## src/rtl/mod7_pkg.sv

```systemverilog
// Shared state encoding, widths and the residue step for the mod-7 frame scheduler.
package mod7_pkg;

   typedef enum logic [1:0] {
      IDLE   = 2'd0,
      SHIFT  = 2'd1,
      REPORT = 2'd2
   } state_t;

   localparam int MODULUS   = 7;
   localparam int REM_W     = 3;
   localparam int DIV_CNT_W = 16;

   // 2*rem+bit never exceeds 13, so one conditional subtract keeps it in 0..6.
   function automatic logic [REM_W-1:0] rem_step(input logic [REM_W-1:0] rem, input logic b);
      logic [3:0] v_sum;
      v_sum = {rem, 1'b0} + {3'b000, b};
      if (v_sum >= 4'(MODULUS)) v_sum = v_sum - 4'(MODULUS);
      return v_sum[REM_W-1:0];
   endfunction

endpackage

```

## src/rtl/mod7_rr_arb.sv

```systemverilog
// Combinational round-robin pick: first valid requester at or after i_ptr, wrapping.
module mod7_rr_arb
   import mod7_pkg::*;
#(
   parameter int NUM_REQ = 4,
   parameter int ID_W    = 2
) (
   input  logic [NUM_REQ-1:0] i_valid,
   input  logic [ID_W-1:0]    i_ptr,
   output logic [NUM_REQ-1:0] o_grant,
   output logic [ID_W-1:0]    o_idx,
   output logic               o_any
);

   always_comb begin
      logic [ID_W-1:0] v_cand;
      o_grant = '0;
      o_idx   = '0;
      o_any   = 1'b0;
      v_cand  = '0;
      for (int k = 0; k < NUM_REQ; k++) begin
         v_cand = ID_W'((int'(i_ptr) + k) % NUM_REQ);
         if (!o_any && i_valid[v_cand]) begin
            o_grant[v_cand] = 1'b1;
            o_idx           = v_cand;
            o_any           = 1'b1;
         end
      end
   end

endmodule

```

## src/rtl/mod7_frame_sched.sv

```systemverilog
// Round-robin scheduler feeding one shared serial mod-7 residue engine.
// Build option MOD7_DIV_CNT_EN adds div_cnt, a saturating count of divisible results.
//
// state  | meaning
// IDLE   | waiting for any req_valid; grant is combinational
// SHIFT  | one word bit per cycle, MSB first, for WORD_W cycles
// REPORT | result presented; a handshake may grant the next word in the same cycle
module mod7_frame_sched
   import mod7_pkg::*;
#(
   parameter  int NUM_REQ = 4,
   parameter  int WORD_W  = 16,
   localparam int ID_W    = (NUM_REQ > 1) ? $clog2(NUM_REQ) : 1
) (
   input  logic                      clk,
   input  logic                      rst,
   input  logic [NUM_REQ-1:0]        req_valid,
   input  logic [NUM_REQ*WORD_W-1:0] req_data,
   output logic [NUM_REQ-1:0]        req_ready,
   output logic                      res_valid,
   input  logic                      res_ready,
   output logic [ID_W-1:0]           res_id,
   output logic [REM_W-1:0]          res_rem,
   output logic                      res_div,
   output logic                      busy
`ifdef MOD7_DIV_CNT_EN
   ,
   output logic [DIV_CNT_W-1:0]      div_cnt
`endif
);

   localparam int CNT_W = (WORD_W > 1) ? $clog2(WORD_W) : 1;

   state_t              r_state;
   logic [ID_W-1:0]     r_ptr;
   logic [ID_W-1:0]     r_id;
   logic [WORD_W-1:0]   r_word;
   logic [CNT_W-1:0]    r_cnt;
   logic [REM_W-1:0]    r_rem;

   logic [NUM_REQ-1:0]  w_grant;
   logic [ID_W-1:0]     w_idx;
   logic [ID_W-1:0]     w_ptr_next;
   logic [WORD_W-1:0]   w_word;
   logic                w_any;
   logic                w_res_hs;
   logic                w_grant_en;
   logic                w_accept;

   mod7_rr_arb #(
      .NUM_REQ (NUM_REQ),
      .ID_W    (ID_W)
   ) u_arb (
      .i_valid (req_valid),
      .i_ptr   (r_ptr),
      .o_grant (w_grant),
      .o_idx   (w_idx),
      .o_any   (w_any)
   );

   // A result handshake reopens the arbiter in the same cycle for back-to-back frames.
   assign w_res_hs   = (r_state == REPORT) && res_ready;
   assign w_grant_en = (r_state == IDLE) || w_res_hs;
   assign req_ready  = w_grant_en ? w_grant : '0;
   assign w_accept   = w_grant_en && w_any;
   assign w_ptr_next = (w_idx == ID_W'(NUM_REQ - 1)) ? '0 : w_idx + 1'b1;

   always_comb begin
      w_word = '0;
      for (int i = 0; i < NUM_REQ; i++)
         if (w_idx == ID_W'(i)) w_word = req_data[i*WORD_W +: WORD_W];
   end

   always_ff @(posedge clk) begin
      if (rst) begin
         r_state <= IDLE;
         r_ptr   <= '0;
         r_id    <= '0;
         r_word  <= '0;
         r_cnt   <= '0;
         r_rem   <= '0;
      end else if (w_accept) begin
         r_state <= SHIFT;
         r_ptr   <= w_ptr_next;
         r_id    <= w_idx;
         r_word  <= w_word;
         r_cnt   <= CNT_W'(WORD_W - 1);
         r_rem   <= '0;
      end else begin
         case (r_state)
            SHIFT: begin
               r_rem  <= rem_step(r_rem, r_word[WORD_W-1]);
               r_word <= r_word << 1;
               if (r_cnt == '0) r_state <= REPORT;
               else             r_cnt   <= r_cnt - 1'b1;
            end
            REPORT: if (res_ready) r_state <= IDLE;
            default: ;
         endcase
      end
   end

   assign res_valid = (r_state == REPORT);
   assign res_id    = r_id;
   assign res_rem   = r_rem;
   assign res_div   = res_valid && (r_rem == '0);
   assign busy      = (r_state != IDLE);

`ifdef MOD7_DIV_CNT_EN
   logic [DIV_CNT_W-1:0] r_div_cnt;

   always_ff @(posedge clk) begin
      if (rst)
         r_div_cnt <= '0;
      else if (w_res_hs && res_div && (r_div_cnt != '1))
         r_div_cnt <= r_div_cnt + 1'b1;
   end

   assign div_cnt = r_div_cnt;
`else
   // Counter absent: results are only reported on the result port.
`endif

endmodule

```

## config.mk

```make
export PLATFORM = sky130hd
export DESIGN_NAME = mod7_frame_sched
export DESIGN_NICKNAME = d
export VERILOG_FILES = /design/src/rtl/mod7_pkg.sv /design/src/rtl/mod7_rr_arb.sv /design/src/rtl/mod7_frame_sched.sv
export SDC_FILE = /design/constraint.sdc
export NUM_CORES = 1
export LEC_CHECK = 0
export ABC_AREA = 1
export CORE_MARGIN = 2
export CORE_UTILIZATION = 49
export DETAILED_ROUTE_END_ITERATION = 10
export PLACE_DENSITY = 0.86
export SLEW_MARGIN = 20
export SYNTH_ARGS = -nofsm -noshare
export SYNTH_HDL_FRONTEND = slang
export SYNTH_SLANG_ARGS = --single-unit
```

## constraint.sdc

```tcl
create_clock -name clk -period 4.55 [get_ports clk]
set_clock_uncertainty 0.1 [all_clocks]
set_input_delay 0.455 -clock clk [delete_from_list [all_inputs] [get_ports clk]]
set_output_delay 0.455 -clock clk [all_outputs]
set_load 0.01 [all_outputs]
```

---- Word level (Yosys, flattened, before mapping) ----
Index checks and enable logic that the tools add are counted.
storage, ports and cells
  register bits after elaboration ......... 29
  logic and storage cells ................. 106
cells by class
  add/sub/neg operators ................... 7
  magnitude comparators ................... 9
  eq/ne operators ......................... 10
  multiplexer cells ....................... 44
  bitwise operators ....................... 3
  reduce and logical (&&, ||, !) cells .... 26
operators by type and width
  kind                                                         count
  2-to-1 mux 16 bit                                            6
  2-to-1 mux 4 bit                                             8
  2-to-1 mux 2 bit                                             7
  2-to-1 mux 1 bit                                             13
  less-than comparator 2 x 3 -> 1 bit (second input constant)  4
  bitwise OR 4 bit                                             3
  logical AND 1 bit                                            10
  binary-select mux 1 bit (select 2 bit)                       4
  demux 1 bit (select 2 bit)                                   4
  >= comparator 2 x 1 -> 1 bit (second input constant)         4
  == test 2 bit (second input constant)                        3
  AND reduction 3 bit                                          2
  nonzero test 2 bit                                           3
  adder 2 x 1 -> 2 bit (second input constant)                 2
  adder 2 bit (second input constant)                          2
  adder 4 x 1 -> 4 bit                                         1
  == test 2 x 1 -> 1 bit (second input constant)               2
  >= comparator 4 x 3 -> 1 bit (second input constant)         1
  zero test 2 bit                                              2
  zero test 4 bit                                              1
  inequality test 2 bit (second input constant)                2
  case mux 2 bit (2 select lines)                              1
  subtractor 4 x 1 -> 4 bit (second input constant)            1
  zero test 1 bit                                              3
  other kinds (10)                                             10

---- Depth between registers and ports, before layout ----
  depth in word-level cells ............... 18
  depth in mapped cells ................... 23

---- Hierarchy ----
Synthesis repeated with hierarchy kept, for this count alone.
unflattened totals
  cell total of the unflattened synthesis .. 428
  area total of the unflattened synthesis .. 2611.3 µm²
modules (own cells, without submodules)
  module            times used  cells each  area each (µm²)
  mod7_frame_sched  1           354         2170.8
  mod7_rr_arb       1           74          440.4

---- Worst setup path before layout ----
OpenSTA, ideal clock, no wires.
  kind .................................... register -> register
  start ................................... register r_ptr[1]
  end ..................................... register r_word[10]
  arrival ................................. 2.825 ns
  setup slack ............................. 1.552 ns
  cell stages (with the launch flop) ...... 20
  path buffers ............................ 2
  period minus slack after synthesis ...... 2.998 ns
  cell sequence ........................... dfxtp_1 inv_1 ha_1 inv_1 nand3_1 nand2_2 nor2_2 nand2_1 nand3_1 inv_1 nand2_1 inv_1 ha_1 buf_2 nor2_2 buf_2 a22oi_1 o21ai_0 o21bai_1 o22ai_2
on the way
  longest elaborated chain between the ends .. 18
ends and longest elaborated chain
  what                                                                           line                    RTL
  start, declared                                                                mod7_frame_sched.sv:35  logic [ID_W-1:0] r_ptr;
  start signal, assigned                                                         mod7_frame_sched.sv:84  r_ptr <= w_ptr_next;
  parallel branches: the longest is 11 deep, another holds adder 2 x 1 -> 2 bit  n/a
  2-to-1 mux 2 bit (*)                                                           mod7_rr_arb.sv:23       if (!o_any && i_valid[v_cand]) begin
  net u_arb.o_idx[1]                                                             mod7_rr_arb.sv:11       output logic [ID_W-1:0] o_idx,
  zero test 2 bit                                                                mod7_frame_sched.sv:71  if (w_idx == ID_W'(i)) w_word = req_data[i*WORD_W +: WORD_W];
  2-to-1 mux 16 bit (3 in series)                                                mod7_frame_sched.sv:71
  2-to-1 mux 16 bit (*)                                                          mod7_frame_sched.sv:71
  2-to-1 mux 16 bit (*)                                                          mod7_frame_sched.sv:82  end else if (w_accept) begin
  end signal, assigned                                                           mod7_frame_sched.sv:86  r_word <= w_word;
  end signal, assigned                                                           mod7_frame_sched.sv:93  r_word <= r_word << 1;
  end, declared                                                                  mod7_frame_sched.sv:37  logic [WORD_W-1:0] r_word;
Mark *: on every way through the listed nets, which the timed path passes. The select of a mux whose other input is x is not followed.
A chain may end at the register's enable or synchronous reset.

---- Final worst setup path ----
  start ................................... register r_ptr[1]
  end ..................................... register r_word[5]
The elaborated chain is that of the path after synthesis.

==> impl_metrics.py <==
metrics = {
    "placement": {
        "portBuffers": 82,
        "place_hpwl_um": 4850,
        "placement.setup.worst_slack_ns": 0.754,
        "gp_congestion": 0.876,
        "placed_cell_area_sq_um": 3210,
    },
    "sta": {
        "tns_ns": 0,
        "grt_setup_unrepaired": "no",
        "final.setup.worst_slack_ns": 0.748,
        "hold_viol_final": 0,
        "finalSetupViolations": 0,
        "finalCriticalPeriod_ns": 3.80,
        "timing.slew.headroom_pct": 37.5,
        "report.final.slew_viol_count": 0,
        "timing.final.crit_share_pct": 83.6,
        "fmaxAchievable_mhz": 263,
        "worst-slew-pin-transition_ns": 0.937,
    },
    "floorplan": {
        "die-height_um": 73.7,
        "starting_density_of_the_core_pct": 50.8,
        "dieArea_sq_um": 5440,
        "io_pins": 83,
        "rows": 25,
        "die_width_um": 73.7,
        "core-area_sq_um": 4690,
    },
    "clock_network": {
        "skew_pair_late_insertion_delay_ns": 0.29,
        "cts-root-to-sink-buffers": 2,
        "tritoncts_sink_count": 29,
        "cts.clk_slew.worst_paths_ns": 0.06,
        "postCtsSetupRepairBufs": 0,
        "ctsHtreeMaxLevel": 2,
        "tritoncts": "built",
        "cts.hold.buffers_added": 0,
        "cells_resized_by_post_cts_repair": 0,
        "cts_inserted_buffers": 5,
        "clk_root_buffer_cell": "sky130_fd_sc_hd__clkbuf_8",
    },
    "synth": {
        "syn-num-nets": 419,
        "synth_top_cell_area_share_pct": 24.4,
        "postSynthAreaPerCell_sq_um": 7.20,
        "synthesis.area_sq_um": 2380,
        "register_bit_total_from_synthesis": 29,
        "syn-instance-count": 331,
        "synth.distinct_cells": 35,
        "post-synth-top-area-cell": "sky130_fd_sc_hd__dfxtp_1",
        "cell_types_with_the_largest_area_share_after_synthesis": "sky130_fd_sc_hd__dfxtp_1 24%, sky130_fd_sc_hd__ha_1 8.9%, sky130_fd_sc_hd__nand2_1 8.8%",
        "synth-warning-count": 0,
        "sequential_area_share_after_synthesis_pct": 24.4,
    },
    "critical_path": {
        "worstPathMaxFanout": 17,
        "largest_incremental_delay_on_the_critical_path_ns": 0.58,
        "reg2regPathDepth": 17,
        "worstPathRequired_ns": 4.67,
        "crit_type": "reg2reg",
        "timing.critical_path.to_type": "register",
        "most_frequent_cell_on_the_critical_path": "sky130_fd_sc_hd__inv_1",
        "kind_of_launch_point_of_the_worst_setup_path": "register",
        "endpoint_of_the_lowest_slack_register_to_register_path": "r_word[5]$_SDFFE_PP0P_",
        "worst-endpoint-arrival_ns": 3.92,
        "crit_path_cell_trace": "inv_1 -> ha_1 -> inv_1 -> nand3_1 -> nand2_2 -> nor2_2 -> nand2_1 -> nand3_1 -> inv_1 -> nand2_1 -> inv_1 -> ha_1 -> nor2_2 -> a22oi_1 -> o21ai_0 -> o21bai_1 -> o22ai_2",
        "regToRegSetupSlack_ns": 0.75,
        "cp_num_buf_inv": 4,
        "timing.critical_path.max_delay_family": "simple AND/OR/NAND/NOR gates",
        "crit_slowest_cell": "sky130_fd_sc_hd__nor2_2",
        "reg2reg_from": "r_ptr[1]$_SDFFE_PP0N_",
    },
    "hold_path": {
        "hp-start": "res_id[1]$_SDFFE_PP0N_",
        "hold_path.class": "reg2reg",
        "worstHoldPathCells": 2,
        "worstHoldEndpoint": "res_id[1]$_SDFFE_PP0N_",
    },
    "grt": {
        "globalRoute.totalOverflow": 0,
        "grt_util_all_layers_pct": 22.5,
        "grt_max_degree": 32,
        "grt_pass1_vias": 2206,
        "grt_antenna_before_repair": 0,
        "global_route_wire_length_before_repair_um": 9590,
    },
    "detailed_routing": {
        "drt_first_iter_violations": 108,
        "vias": 2440,
        "route.detailed.vias_per_inst": 5.27,
        "wl_per_cell_um": 13.1,
        "antenna_left": 0,
        "detail_route.first_pass.iterations": 4,
        "drc_errors": 0,
        "drt-total-wl_um": 6080,
    },
    "cells_and_area": {
        "fillers": 362,
        "stdcell_area_sq_um": 3340,
        "final_common_cell": "sky130_fd_sc_hd__clkdlybuf4s50_1",
        "synthToLayoutAreaGrowth_pct": 40.2,
        "drive_gt1_share_pct": 9.29,
        "antenna_cells_inserted": 0,
        "net_count_reported_at_finish": 496,
        "layout.cells.most_common_list": "82 x sky130_fd_sc_hd__clkdlybuf4s50_1, 56 x sky130_fd_sc_hd__nand2_1, 36 x sky130_fd_sc_hd__inv_1",
    },
    "power": {
        "power_leakage_nw": 1.41,
        "power_density_nw_per_um2": 700,
        "largest_voltage_drop_on_the_vdd_net_mv": 0.427,
    },
    "flow_run": {
        "max_cap_viol_count": 0,
    },
    "outcome": {
        "status": "complete, no violations",
    },
}
## worst max-delay path by stage
stage	start	to	slack, ns	depth (start not counted)
final	r_ptr[1]$_SDFFE_PP0N_	r_word[5]$_SDFFE_PP0P_	0.75	17
after global routing	r_ptr[1]$_SDFFE_PP0N_	r_word[5]$_SDFFE_PP0P_	0.45	17
after CTS	r_ptr[1]$_SDFFE_PP0N_	r_word[5]$_SDFFE_PP0P_	0.79	17
after detailed placement	req_valid[3]	r_word[5]$_SDFFE_PP0P_	0.75	18
after global placement	req_valid[3]	r_word[4]$_SDFFE_PP0P_	0.97	18
after floorplan	r_ptr[1]$_SDFFE_PP0N_	r_word[10]$_SDFFE_PP0P_	1.55	19
## routing by layer
metal	up-vias	share of wire, %	GRT usage (%)
met5	-	0	0
met4	0	1.3	7.27
met3	7	4.7	3.84
met2	75	51	39.4
met1	1088	43	27.8
li1	1270	-	-
## stage by stage
| step | std cells | total power (W) | hold slack, ns | util (%) |
|---|---|---|---|---|
| finish | 463 | 0.00234 | 0.358 | 71.2 |
| floorplan | 331 | 0.00164 | 0.345 | - |
| global route | 463 | 0.00255 | 0.393 | 71.2 |
| global placement | 455 | 0.00196 | 0.345 | 68.3 |
| CTS | 463 | 0.00234 | 0.365 | 71.2 |
| detailed placement | 455 | 0.00201 | 0.356 | 68.3 |
## sequential cells by signal, summed over array words and instances, names as in the netlist
| name | cells |
|---|---|
| r_cnt | 4 |
| r_ptr | 2 |
| r_state | 2 |
| r_word | 16 |
| res_id | 2 |
| res_rem | 3 |
## cell families (layout without fill, tap and decap cells)
| kind of cell | Yosys count | in the layout | share of synthesized area [%] |
|---|---|---|---|
| and+or+nand+nor | 123 | 123 | 24.1 |
| AOI/OAI and AO/OA | 91 | 91 | 25.6 |
| buffers and inverters | 54 | 132 | 10.1 |
| DFF | 29 | 29 | 24.4 |
| adders and majority gates | 17 | 17 | 8.92 |
| muxes | 13 | 13 | 5.46 |
| xor gates and xnor gates | 4 | 4 | 1.47 |
## where the power goes
group	internal, W	switching, W
clock network	0.000217	0.000106
registers	0.000337	0.0000477
logic	0.000653	0.000978
total	0.00121	0.00113
## cell type report
cell class                      instances  area [sq um]  area share, %
Clock buffer                            5          68.8           2.06
Timing Repair Buffer                   84           836           25.0
Tap cell                               54          67.6           2.02
Inverter                               40           160           4.79
Clock inverter                          3          65.1           1.95
Sequential cell                        29           581           17.4
Multi-Input combinational cell        248          1560           46.8
## tightest hold or removal path: stages (launching register included)
cell and delay (ns):
sky130_fd_sc_hd__dfxtp_1 0.31, sky130_fd_sc_hd__nand2_1 0.06, sky130_fd_sc_hd__nand2_1 0.05
## cells in the mapped netlist, drive strengths merged
cell type,number
nand2,66
inv,39
nor2,35
o21ai,30
dfxtp,29
ha,17
nand3,17
a21oi,15
a22oi,14
o21bai,14
o22ai,14
mux2i,13
buf,7
clkbuf,7
nand4,3
o211ai,2
xnor2,2
xor2,2
a221oi,1
a31oi,1
clkinv,1
nand3b,1
nor4,1
(Power assumes the default switching activity.)
==> RTL edit: new RTL, config.mk and constraints unchanged <==
Re-encode `state_t` (3 states) as one-hot, 3 bits wide.
--- a/src/rtl/mod7_pkg.sv
+++ b/src/rtl/mod7_pkg.sv
@@ -1,10 +1,10 @@
 // Shared state encoding, widths and the residue step for the mod-7 frame scheduler.
 package mod7_pkg;
 
-   typedef enum logic [1:0] {
-      IDLE   = 2'd0,
-      SHIFT  = 2'd1,
-      REPORT = 2'd2
+   typedef enum logic [2:0] {
+      IDLE   = 3'b001,
+      SHIFT  = 3'b010,
+      REPORT = 3'b100
    } state_t;
 
    localparam int MODULUS   = 7;
Function: no difference found for any inputs over 10 cycles, from zero or initial values and one cycle with rst high; not proved beyond that.
==> RTL edit against the original RTL <==
Worst hold slack better by 3.8 ps; largest power group unchanged; worst setup slack got worse by 230 ps; sequential cell count increased by 1; final area rose by 4.1%; area after synthesis increased by 8.3%; wire length up 24%; combinational power is 2% higher; sequential power increased by 11%; power fell by 1.2%; core utilization decreased by 3.1 points.
==> RTL edit: results (changes against the original RTL) <==
h-tree-depth: 2  # unchanged
cp_data_arrival_time_ps: 4160  # +240 ps
routabilityCongestion: 0.872  # -0.50%
largestRegisters: "r_word (16), r_cnt (4)"
grt_pass1_vias: 2711  # +23%
crit_fanout: 17  # unchanged
async_flop_share: 0  # unchanged
rrSetupSlack_ps: 510  # -230 ps
power_mw: 2.31  # -1.2%
synth_area_per_cell_um2: 6.10  # -15%
grt_max_degree: 38  # +19%
drive_above_1_share: 0.0811  # -0.0118
routed_wl_um: 7520  # +24%
grt_pass1_wl_um: 12500  # +30%
ys_types: 34  # -2.9%
cts.reportedPaths.clkPinSlew_ps: 70
numCtsBuffers: 5  # unchanged
yosysWarnings: 0  # unchanged
drv_cap: 0  # unchanged
dp.cells: 555  # +22%
wl_per_cell_um: 13.4  # +1.7%
fin_worst_hold_slack_ps: 362  # +3.84 ps
grt.met3_usage: 0.0533  # +0.0149
clkLatencyLatePin_ps: 290  # about the same
cellLeakagePower_nw: 1.63  # +16%
grtUsageMet1: 0.317  # +0.0396
p_int_mw: 1.09  # -9.5%
synth_commonest_cells: "nand2_1 (150), nand3_1 (48), inv_1 (33)"
power_clock_uw: 220  # -32%
synthesis.nets: 508  # +21%
power_frac_comb: 0.720  # +0.023
io_buffers: 82  # unchanged
worst_ir_drop_vdd_mv: 0.377  # -12%
fin_crit_sh: 0.887  # +0.0512
synthTopCellsByArea: "dfxtp_1 (23%), nand2_1 (22%), nand3_1 (9.3%)"
pre_cts_slack_ps: 467  # -287 ps
first_pass_iters: 4  # unchanged
drtIter0Drc: 151  # +40%
met2_usage: 0.459  # +0.0654
status: "complete, no violations"
fillCellCount: 473  # +31%
hp-class: "register to register"
grtUsageTotal: 0.259  # +0.0344
dp_hpwl_um: 5390  # +11%
place_area_um2: 3380  # +5.5%
cts_buffer_depth: 2  # unchanged
worst_pin_slew_ps: 809  # -128 ps
cts_root_buffer: "clkbuf_8"
nets: 577  # +16%
synth_seq_area_share: 0.233  # -0.0109
diodes: 0  # unchanged
antenna_found_initial: 0  # unchanged
vias: 2935  # +20%
## RTL edit: cell types whose count changed after synthesis, moves of 11 or more
cell and delta:
a21oi_1 +18, a22oi_1 -11, mux2i_1 -12, nand2_1 +94, nand3_1 +32, nor2_1 -20, o21bai_1 -14, or2_2 +16
## RTL edit: final timing paths
path / endpoint / startpoint / cells past startpoint
worst max-delay path: r_word[15] / r_ptr[0] / 21
worst min-delay path: res_id[1] / res_id[1] / 2
worst max register to register: r_word[15] / r_ptr[0] / 21
worst min register to register: res_id[1] / res_id[1] / 2
## RTL edit: cell families after synthesis
logic type	Yosys count	share of synthesized area
multiplexers	1	0.00388
adder cells (fa/ha/maj)	14	0.0679
flip-flops	30	0.233
buffers and inverters	57	0.0999
XOR/XNOR	3	0.0102
AO/OA/AOI/OAI	67	0.138
AND/OR/NAND/NOR	251	0.447
## RTL edit: cell type report
class,instances,area [um2],share of cell area
inverter,36,143,0.0410
timing repair buffer,83,828,0.238
clock buffer,7,86.3,0.0248
sequential,30,601,0.173
multi-input combinational,336,1730,0.497
clock inverter,1,5.00,0.00144
tap,70,87.6,0.0252
## RTL edit: routing by layer
metal	vias up	wire length (um)
met4	0	105
li1	1508	-
met5	-	0
met3	14	533
met2	103	3670
met1	1310	3210
## RTL edit: critical path, stage by stage, from the launching register on
cell,delay [ps]
dfxtp_1,690
inv_6,100
ha_1,380
inv_1,100
nand3_2,100
nand2_4,100
nor2_1,310
a21boi_0,170
nand2_1,90
inv_1,40
nand2_1,100
inv_1,80
ha_1,410
nor2_4,420
nand2_1,100
nand2_1,70
o21ai_0,80
o21ai_0,210
nand3_1,100
nand2_1,90
inv_1,50
nor2_1,90
## RTL edit: timing repair
item / in CTS / in global routing
setup endpoints to repair: 0 / 1
resized for setup: 0 / 1
buffers inserted: 0 / 0
hold buffers: 0 / 0
